## config.mk

```make
export PLATFORM = sky130hd
export DESIGN_NAME = ksa_flat
export DESIGN_NICKNAME = d
export VERILOG_FILES = /design/src/rtl/ksa_if.sv /design/src/rtl/ksa.sv /design/src/flat_wrapper.sv
export SDC_FILE = /design/constraint.sdc
export NUM_CORES = 1
export LEC_CHECK = 0
export BUFFER_PORTS_ARGS = -buffer_cell sky130_fd_sc_hd__buf_2
export CAP_MARGIN = 20
export CORE_UTILIZATION = 45
export DETAILED_ROUTE_END_ITERATION = 10
export GPL_ROUTABILITY_DRIVEN = 1
export PLACE_DENSITY_LB_ADDON = 0.08
export SLEW_MARGIN = 20
export SYNTH_ARGS = -nofsm -noshare
export SYNTH_HDL_FRONTEND = slang
export SYNTH_SLANG_ARGS = --single-unit
export TNS_END_PERCENT = 20
```

## constraint.sdc

```tcl
create_clock -name clk -period 7.53 [get_ports clk]
set_clock_uncertainty 0.05 [all_clocks]
set_input_delay 0.3765 -clock clk [delete_from_list [all_inputs] [get_ports clk]]
set_output_delay 0.3765 -clock clk [all_outputs]
set_load 0.05 [all_outputs]
```

## src/rtl/ksa_if.sv

```systemverilog
// ksa_if: start/ready handshake plus S-memory bus for the ARC4 key schedule.
// en/key/rddata flow into ksa; rdy/addr/wrdata/wren flow out of it.
interface ksa_if;
  logic        en;
  logic        rdy;
  logic [23:0] key;
  logic [7:0]  addr;
  logic [7:0]  rddata;
  logic [7:0]  wrdata;
  logic        wren;

  modport master (
    output en, key, rddata,
    input  rdy, addr, wrdata, wren
  );

  modport slave (
    input  en, key, rddata,
    output rdy, addr, wrdata, wren
  );
endinterface

```

## src/rtl/ksa.sv

```systemverilog
// ksa: ARC4 key schedule applied in place to a 256-byte S memory.
// Ports: clk, rst_n (sync, active-low), bus (ksa_if.slave: en/rdy/key/addr/rddata/wrdata/wren).
module ksa (
  input  logic clk,
  input  logic rst_n,
  ksa_if.slave bus
);

  typedef enum logic [2:0] {
    IDLE,
    RD_I,
    CALC_J,
    RD_J,
    LATCH_J,
    WR_I,
    WR_J
  } state_t;

  state_t     state_q, state_d;
  logic [7:0] i_q, i_d;
  logic [7:0] j_q, j_d;
  logic [7:0] si_q, si_d;
  logic [7:0] sj_q, sj_d;
  logic [1:0] kidx_q, kidx_d;
  logic [7:0] key_byte;

  // Big-endian key byte select; kidx never reaches 3.
  always_comb begin
    key_byte = bus.key[7:0];
    unique case (kidx_q)
      2'd0:    key_byte = bus.key[23:16];
      2'd1:    key_byte = bus.key[15:8];
      default: key_byte = bus.key[7:0];
    endcase
  end

  always_ff @(posedge clk) begin
    if (!rst_n) begin
      state_q <= IDLE;
      i_q     <= 8'd0;
      j_q     <= 8'd0;
      si_q    <= 8'd0;
      sj_q    <= 8'd0;
      kidx_q  <= 2'd0;
    end else begin
      state_q <= state_d;
      i_q     <= i_d;
      j_q     <= j_d;
      si_q    <= si_d;
      sj_q    <= sj_d;
      kidx_q  <= kidx_d;
    end
  end

  always_comb begin
    state_d = state_q;
    i_d     = i_q;
    j_d     = j_q;
    si_d    = si_q;
    sj_d    = sj_q;
    kidx_d  = kidx_q;
    unique case (state_q)
      IDLE: begin
        if (bus.en) begin
          state_d = RD_I;
          i_d     = 8'd0;
          j_d     = 8'd0;
          kidx_d  = 2'd0;
        end
      end
      RD_I: state_d = CALC_J;
      CALC_J: begin
        si_d    = bus.rddata;
        j_d     = j_q + bus.rddata + key_byte;
        state_d = RD_J;
      end
      RD_J: state_d = LATCH_J;
      LATCH_J: begin
        sj_d    = bus.rddata;
        state_d = WR_I;
      end
      WR_I: state_d = WR_J;
      WR_J: begin
        if (i_q == 8'hFF) begin
          state_d = IDLE;
        end else begin
          i_d     = i_q + 8'd1;
          kidx_d  = (kidx_q == 2'd2) ? 2'd0 : kidx_q + 2'd1;
          state_d = RD_I;
        end
      end
      default: state_d = IDLE;
    endcase
  end

  // Bus outputs decode registered state only, so en never reaches them.
  always_comb begin
    bus.rdy    = 1'b0;
    bus.wren   = 1'b0;
    bus.addr   = 8'd0;
    bus.wrdata = 8'd0;
    unique case (state_q)
      IDLE: bus.rdy = 1'b1;
      RD_I: bus.addr = i_q;
      RD_J: bus.addr = j_q;
      WR_I: begin
        bus.addr   = i_q;
        bus.wrdata = sj_q;
        bus.wren   = 1'b1;
      end
      WR_J: begin
        bus.addr   = j_q;
        bus.wrdata = si_q;
        bus.wren   = 1'b1;
      end
      default: ;
    endcase
  end

endmodule

```

## src/flat_wrapper.sv

```systemverilog
// flat-port wrapper written by rule: the top's interface ports become plain ports
module ksa_flat 
  (clk, rst_n, bus_en, bus_key, bus_rddata, bus_rdy, bus_addr, bus_wrdata, bus_wren);
  ksa_if bus_i ();
  input  logic clk;
  input  logic rst_n;
  input wire logic [$bits(bus_i.en)-1:0] bus_en;
  input wire logic [$bits(bus_i.key)-1:0] bus_key;
  input wire logic [$bits(bus_i.rddata)-1:0] bus_rddata;
  output wire logic [$bits(bus_i.rdy)-1:0] bus_rdy;
  output wire logic [$bits(bus_i.addr)-1:0] bus_addr;
  output wire logic [$bits(bus_i.wrdata)-1:0] bus_wrdata;
  output wire logic [$bits(bus_i.wren)-1:0] bus_wren;
  assign bus_i.en = bus_en;
  assign bus_i.key = bus_key;
  assign bus_i.rddata = bus_rddata;
  assign bus_rdy = bus_i.rdy;
  assign bus_addr = bus_i.addr;
  assign bus_wrdata = bus_i.wrdata;
  assign bus_wren = bus_i.wren;
  ksa u_core (.clk(clk), .rst_n(rst_n), .bus(bus_i));
endmodule
```

# --- Word-level counts from Yosys, hierarchy flattened ---
# Index checks and enable logic that the tools add are counted.
word_totals:
  out_inout_bits: 18
  register_bits: 37
  word_cells: 46
  inputBits: 35
classes:
  n_mux: 16
  add_sub_neg: 4
  n_eq_ne: 11
  reduce_logical: 9
ops:
  columns: ["op", "count"]
  rows:
  - ["$pmux 8 s2", 5]
  - ["$pmux 3 s7", 1]
  - ["$add 8x8->8", 2]
  - ["$mux 8", 2]
  - ["$eq 3x3->1 const B", 3]
  - ["$add 8x1->8 const B", 1]
  - ["$eq 8x8->1 const B", 1]
  - ["$eq 3x2->1 const B", 2]
  - ["$mux 2", 3]
  - ["$reduce_or 2->1", 3]
  - ["$ne 2x2->1 const B", 2]
  - ["$pmux 2 s2", 1]
  - ["$reduce_bool 2->1", 2]
  - ["$eq 3x1->1 const B", 1]
  - ["$logic_not 3->1", 1]
  - ["$mux 1", 3]
  - ["$mux 3", 1]
  - ["$reduce_and 3->1", 1]
  - ["$add 2x1->2 const B", 1]
  - ["$eq 2x1->1 const B", 1]
  - ["$eq 2x2->1 const B", 1]
  - ["$logic_not 2->1", 1]
  - ["$reduce_and 2->1", 1]

# --- Depth between registers and ports, before layout ---
logic_depth:
  word_depth: 4
  mapped_depth: 14
  ltp_nobuf: 13

# --- Worst setup path before layout ---
# No wires, ideal clock.
synth_path:
  path_type: "reg-to-reg"
  from: "reg u_core.kidx_q[1]"
  to: "reg u_core.j_q[7]"
  arrival_ps: 2621
  n_path_buf: 2
  stages_incl_launch_ff: 14
  required_ps: 7417
  setup_time_ps: 63
  setup_slack_ps: 4797
  synth_period_minus_slack_ps: 2733
  cell_sequence: "dfxtp_1 > clkbuf_1 > buf_1 > a21oi_1 > fa_1 > inv_1 > ha_1 > inv_1 > fa_1 > nor2b_1 > o31ai_1 > o2bb2ai_1 > nor3_1 > nand3b_1"
synth_via:
  elab_chain_len: 4
  elab_cells_between_ends: 5
  classes_between: "add/sub (1); eq/ne (1); mux (2); reduce/logical (1)"
synth_lines:
  columns: ["element", "line_no", "source"]
  rows:
  - ["from (decl)", "ksa.sv:24", "logic [1:0] kidx_q, kidx_d;"]
  - ["from (signal assigned)", "ksa.sv:51", "kidx_q <= kidx_d;"]
  - ["$eq 2x1->1 or $logic_not 2->1 (tied branches)", "ksa.sv:30", "unique case (kidx_q)"]
  - ["$pmux 8 s2 (*)", "ksa.sv:30", null]
  - ["$add 8x8->8 (*)", "ksa.sv:74", "j_d = j_q + bus.rddata + key_byte;"]
  - ["$pmux 8 s2 (*)", "ksa.sv:62", "unique case (state_q)"]
  - ["to (signal assigned)", "ksa.sv:48", "j_q <= j_d;"]
  - ["to (decl)", "ksa.sv:21", "logic [7:0] j_q, j_d;"]
# Mark *: on every way between the ends. The rest lies on a longest branch, timed or not.
# A chain may end at the register's enable or synchronous reset.

# --- Worst setup path after layout ---
layout_path:
  from: "reg u_core.kidx_q[0]"
  to: "reg u_core.j_q[7]"
# The elaborated chain is that of the path after synthesis.

==> impl_metrics.json <==
{
  "p_int_mw": 0.354,
  "hold_path_class": "in -> reg",
  "drt_first_iter_violations": 87,
  "grt-ovfl-total": 0,
  "end_kind": "flip-flop",
  "period_share": 0.397,
  "portBuffers": 52,
  "routed_wl_um": 5310,
  "critPathKind": "reg -> reg",
  "syn-instance-count": 291,
  "syn_avg_cell_area_um2": 8.38,
  "synth_enable_flop_cells": 0,
  "ioPinCount": 53,
  "synth_area_leaders": "dfxtp_1 (30%), mux2i_1 (7.0%), fa_1 (6.6%)",
  "dieArea_um2": 5720,
  "setup_tns_ns": 0,
  "hpwl_um": 3920,
  "start_util": 0.472,
  "synth.most_common_cell": "dfxtp_1",
  "area_growth_pct": 16.3,
  "tightest_slew_ns": 0.735,
  "grt_pass1_vias": 1898,
  "power.leakage_nw": 1.16,
  "clkPwrFrac": 0.371,
  "met3WireLength_um": 177,
  "netlist_area_um2": 2440,
  "diodes": 0,
  "finalSetupViolCount": 0,
  "firstDrtPassIters": 4,
  "die_w_um": 75.6,
  "stdcell_count": 406,
  "track_usage": 0.204,
  "combPwrFrac": 0.203,
  "hold_start": "bus_rddata[1]",
  "ys_top_cells_by_count": "dfxtp_1 (37), nand2_1 (31), inv_1 (29), nor2b_1 (24), nor2_1 (18)",
  "holdBufCountCts": 0,
  "synth_top_area_cell": "dfxtp_1",
  "drc_errors": 0,
  "max-slew-margin-rel": 0.509,
  "async_reset_ff_frac": 0,
  "switching_share": 0.286,
  "vias_per_cell": 5.09,
  "synth_fa_ha_area_frac": 0.102,
  "drt-met1-wl_um": 2540,
  "cp_cell_sequence": "mux2i_1 > nor2_1 > a21oi_1 > fa_1 > inv_1 > ha_1 > inv_1 > fa_1 > nor2b_1 > o31ai_1 > o2bb2ai_1 > nor3_1 > nand3b_1",
  "syn-num-nets": 341,
  "yosysUniqueCellTypes": 45,
  "crit_fanout": 11,
  "cts_tree": "built",
  "synth_ff_type": "dfxtp_1",
  "worstPathRequired_ns": 7.72,
  "synth-simple-area-share": 0.217,
  "synth_xor_xnor_area_share": 0.0467,
  "hold_viol": 0,
  "htree_num_levels": 2,
  "vias": 2065,
  "num-fill-cells": 498,
  "cap_violations": 0,
  "met2_length_um": 2520,
  "grt_pass1_wl_um": 8710,
  "p_switching_mw": 0.142,
  "cts_setup_buffers": 0,
  "synth_compound_area_frac": 0.182,
  "finish.instance_area_um2": 2840,
  "wl_per_cell_um": 13.1,
  "top_layer": "met4",
  "ir_drop_mv": 0.105,
  "core-area_um2": 5170,
  "cp.arrival_ns": 3.17,
  "placed_cell_area_um2": 2720,
  "ys_ff_latch": 37,
  "clk_pin_slew_ns": 0.08,
  "rsz0062_at_grt": "no",
  "sequentialPowerShare": 0.426,
  "slowest_delay_ns": 0.64,
  "clockRootBuffer": "clkbuf_8",
  "synth_top_family_by_area": "simple AND/OR/NAND/NOR gates",
  "synth.top_cell.area_share": 0.304,
  "cts-buffers-inserted": 5,
  "globalplace.congestion": 0.792,
  "powerDensity_nw_per_um2": 175,
  "slew_violations": 0,
  "placed_cells": 398,
  "fmax_ghz": 0.335,
  "worstSkewPairLatency_ns": 0.29,
  "outcome": "completed",
  "antenna_found_initial": 0,
  "fin_util": 0.548,
  "synth_mux_area_frac": 0.0697,
  "cts_buffer_depth": 2,
  "period_needed_ns": 2.99,
  "crit_slowest_cell": "dfxtp_1",
  "clock-sinks": 37,
  "die_h_um": 75.6,
  "critPathLaunch": "u_core.kidx_q[0]",
  "grt_max_degree": 35,
  "drive_gt1_frac": 0.211,
  "layout.nets": 385,
  "synth_warnings": 0,
  "ant_nets": 0,
  "rows": 26,
  "critical_path.startpoint_type": "flip-flop",
  "ctsResizeCount": 0,
  "rr_startpoint": "u_core.kidx_q[0]",
  "ys_seq_area_frac": 0.304
}
## layout make-up
cell class,count,area [um^2],share of cell area
multi-input combinational,208,1500,0.530
sequential,37,741,0.261
clock inverter,2,37.5,0.0132
tap,70,87.6,0.0309
inverter,29,109,0.0384
timing repair buffer,54,275,0.0970
clock buffer,6,82.6,0.0291
## worst max-delay path: cells and delay by family, from the launching register on
| kind | cells | cell delay [ns] |
|---|---|---|
| AOI/OAI and AO/OA | 3 | 0.42 |
| adders and majority gates | 3 | 0.98 |
| buffers and inverters | 2 | 0.12 |
| DFF | 1 | 0.64 |
| muxes | 1 | 0.24 |
| and+or+nand+nor | 4 | 0.47 |
## worst paths after layout
check / endpoint / depth (start not counted) / slack, ns
setup / recovery: u_core.j_q[7] / 13 / 4.54
hold / removal: u_core.si_q[1] / 3 / 0.29
setup reg to reg: u_core.j_q[7] / 13 / 4.54
hold reg to reg: u_core.si_q[7] / 2 / 0.41
## logic make-up (layout without fill, tap and decap cells)
family,Yosys count,after routing
XOR/XNOR,13,13
AND/OR/NAND/NOR,101,101
flip-flops,37,37
AO/OA/AOI/OAI,62,62
buffers and inverters,46,91
adder cells (fa/ha/maj),15,15
multiplexers,17,17
## metrics by stage
step	setup WS [ns]	total power, mW	hold slack [ns]
after floorplan	4.80	0.290	0.385
after global placement	4.62	0.316	0.396
after detailed placement	4.54	0.316	0.397
after CTS	4.53	0.499	0.287
after global routing	4.26	0.522	0.295
final	4.54	0.496	0.289
## registers in the layout (all words and copies together) (netlist names)
signal          cells
u_core.i_q          8
u_core.j_q          8
u_core.si_q         8
u_core.sj_q         8
u_core.state_q      3
u_core.kidx_q       2
## metal layers
| layer | track usage | up-vias |
|---|---|---|
| li1 | - | 1062 |
| met1 | 0.271 | 964 |
| met2 | 0.343 | 32 |
| met3 | 0.0317 | 7 |
| met4 | 0.0597 | 0 |
| met5 | 0 | - |
## cells in the final DEF (no fill, tap or decap), drive strengths merged, types with 2 or more instances in the layout
cell,count
and2,5
a21boi,12
mux2i,17
nor3,4
a211oi,2
clkbuf,6
nand3,7
nand4,3
a22o,8
o21ai,7
a22oi,10
dfxtp,37
and3b,2
buf,54
a21oi,14
o21a,3
nor2b,24
nor2,18
fa,8
inv,29
xnor2,12
ha,7
nand3b,2
nand2,32
nor3b,2
## power groups by stage
stage               clock network (mW)  logic, mW  registers, mW
CTS                              0.187      0.102          0.211
finish                           0.184      0.101          0.211
global placement                     0      0.100          0.216
global route                     0.193      0.116          0.212
detailed placement                   0      0.101          0.216
floorplan                            0     0.0799          0.210
Power figures use the tool's default switching activity.
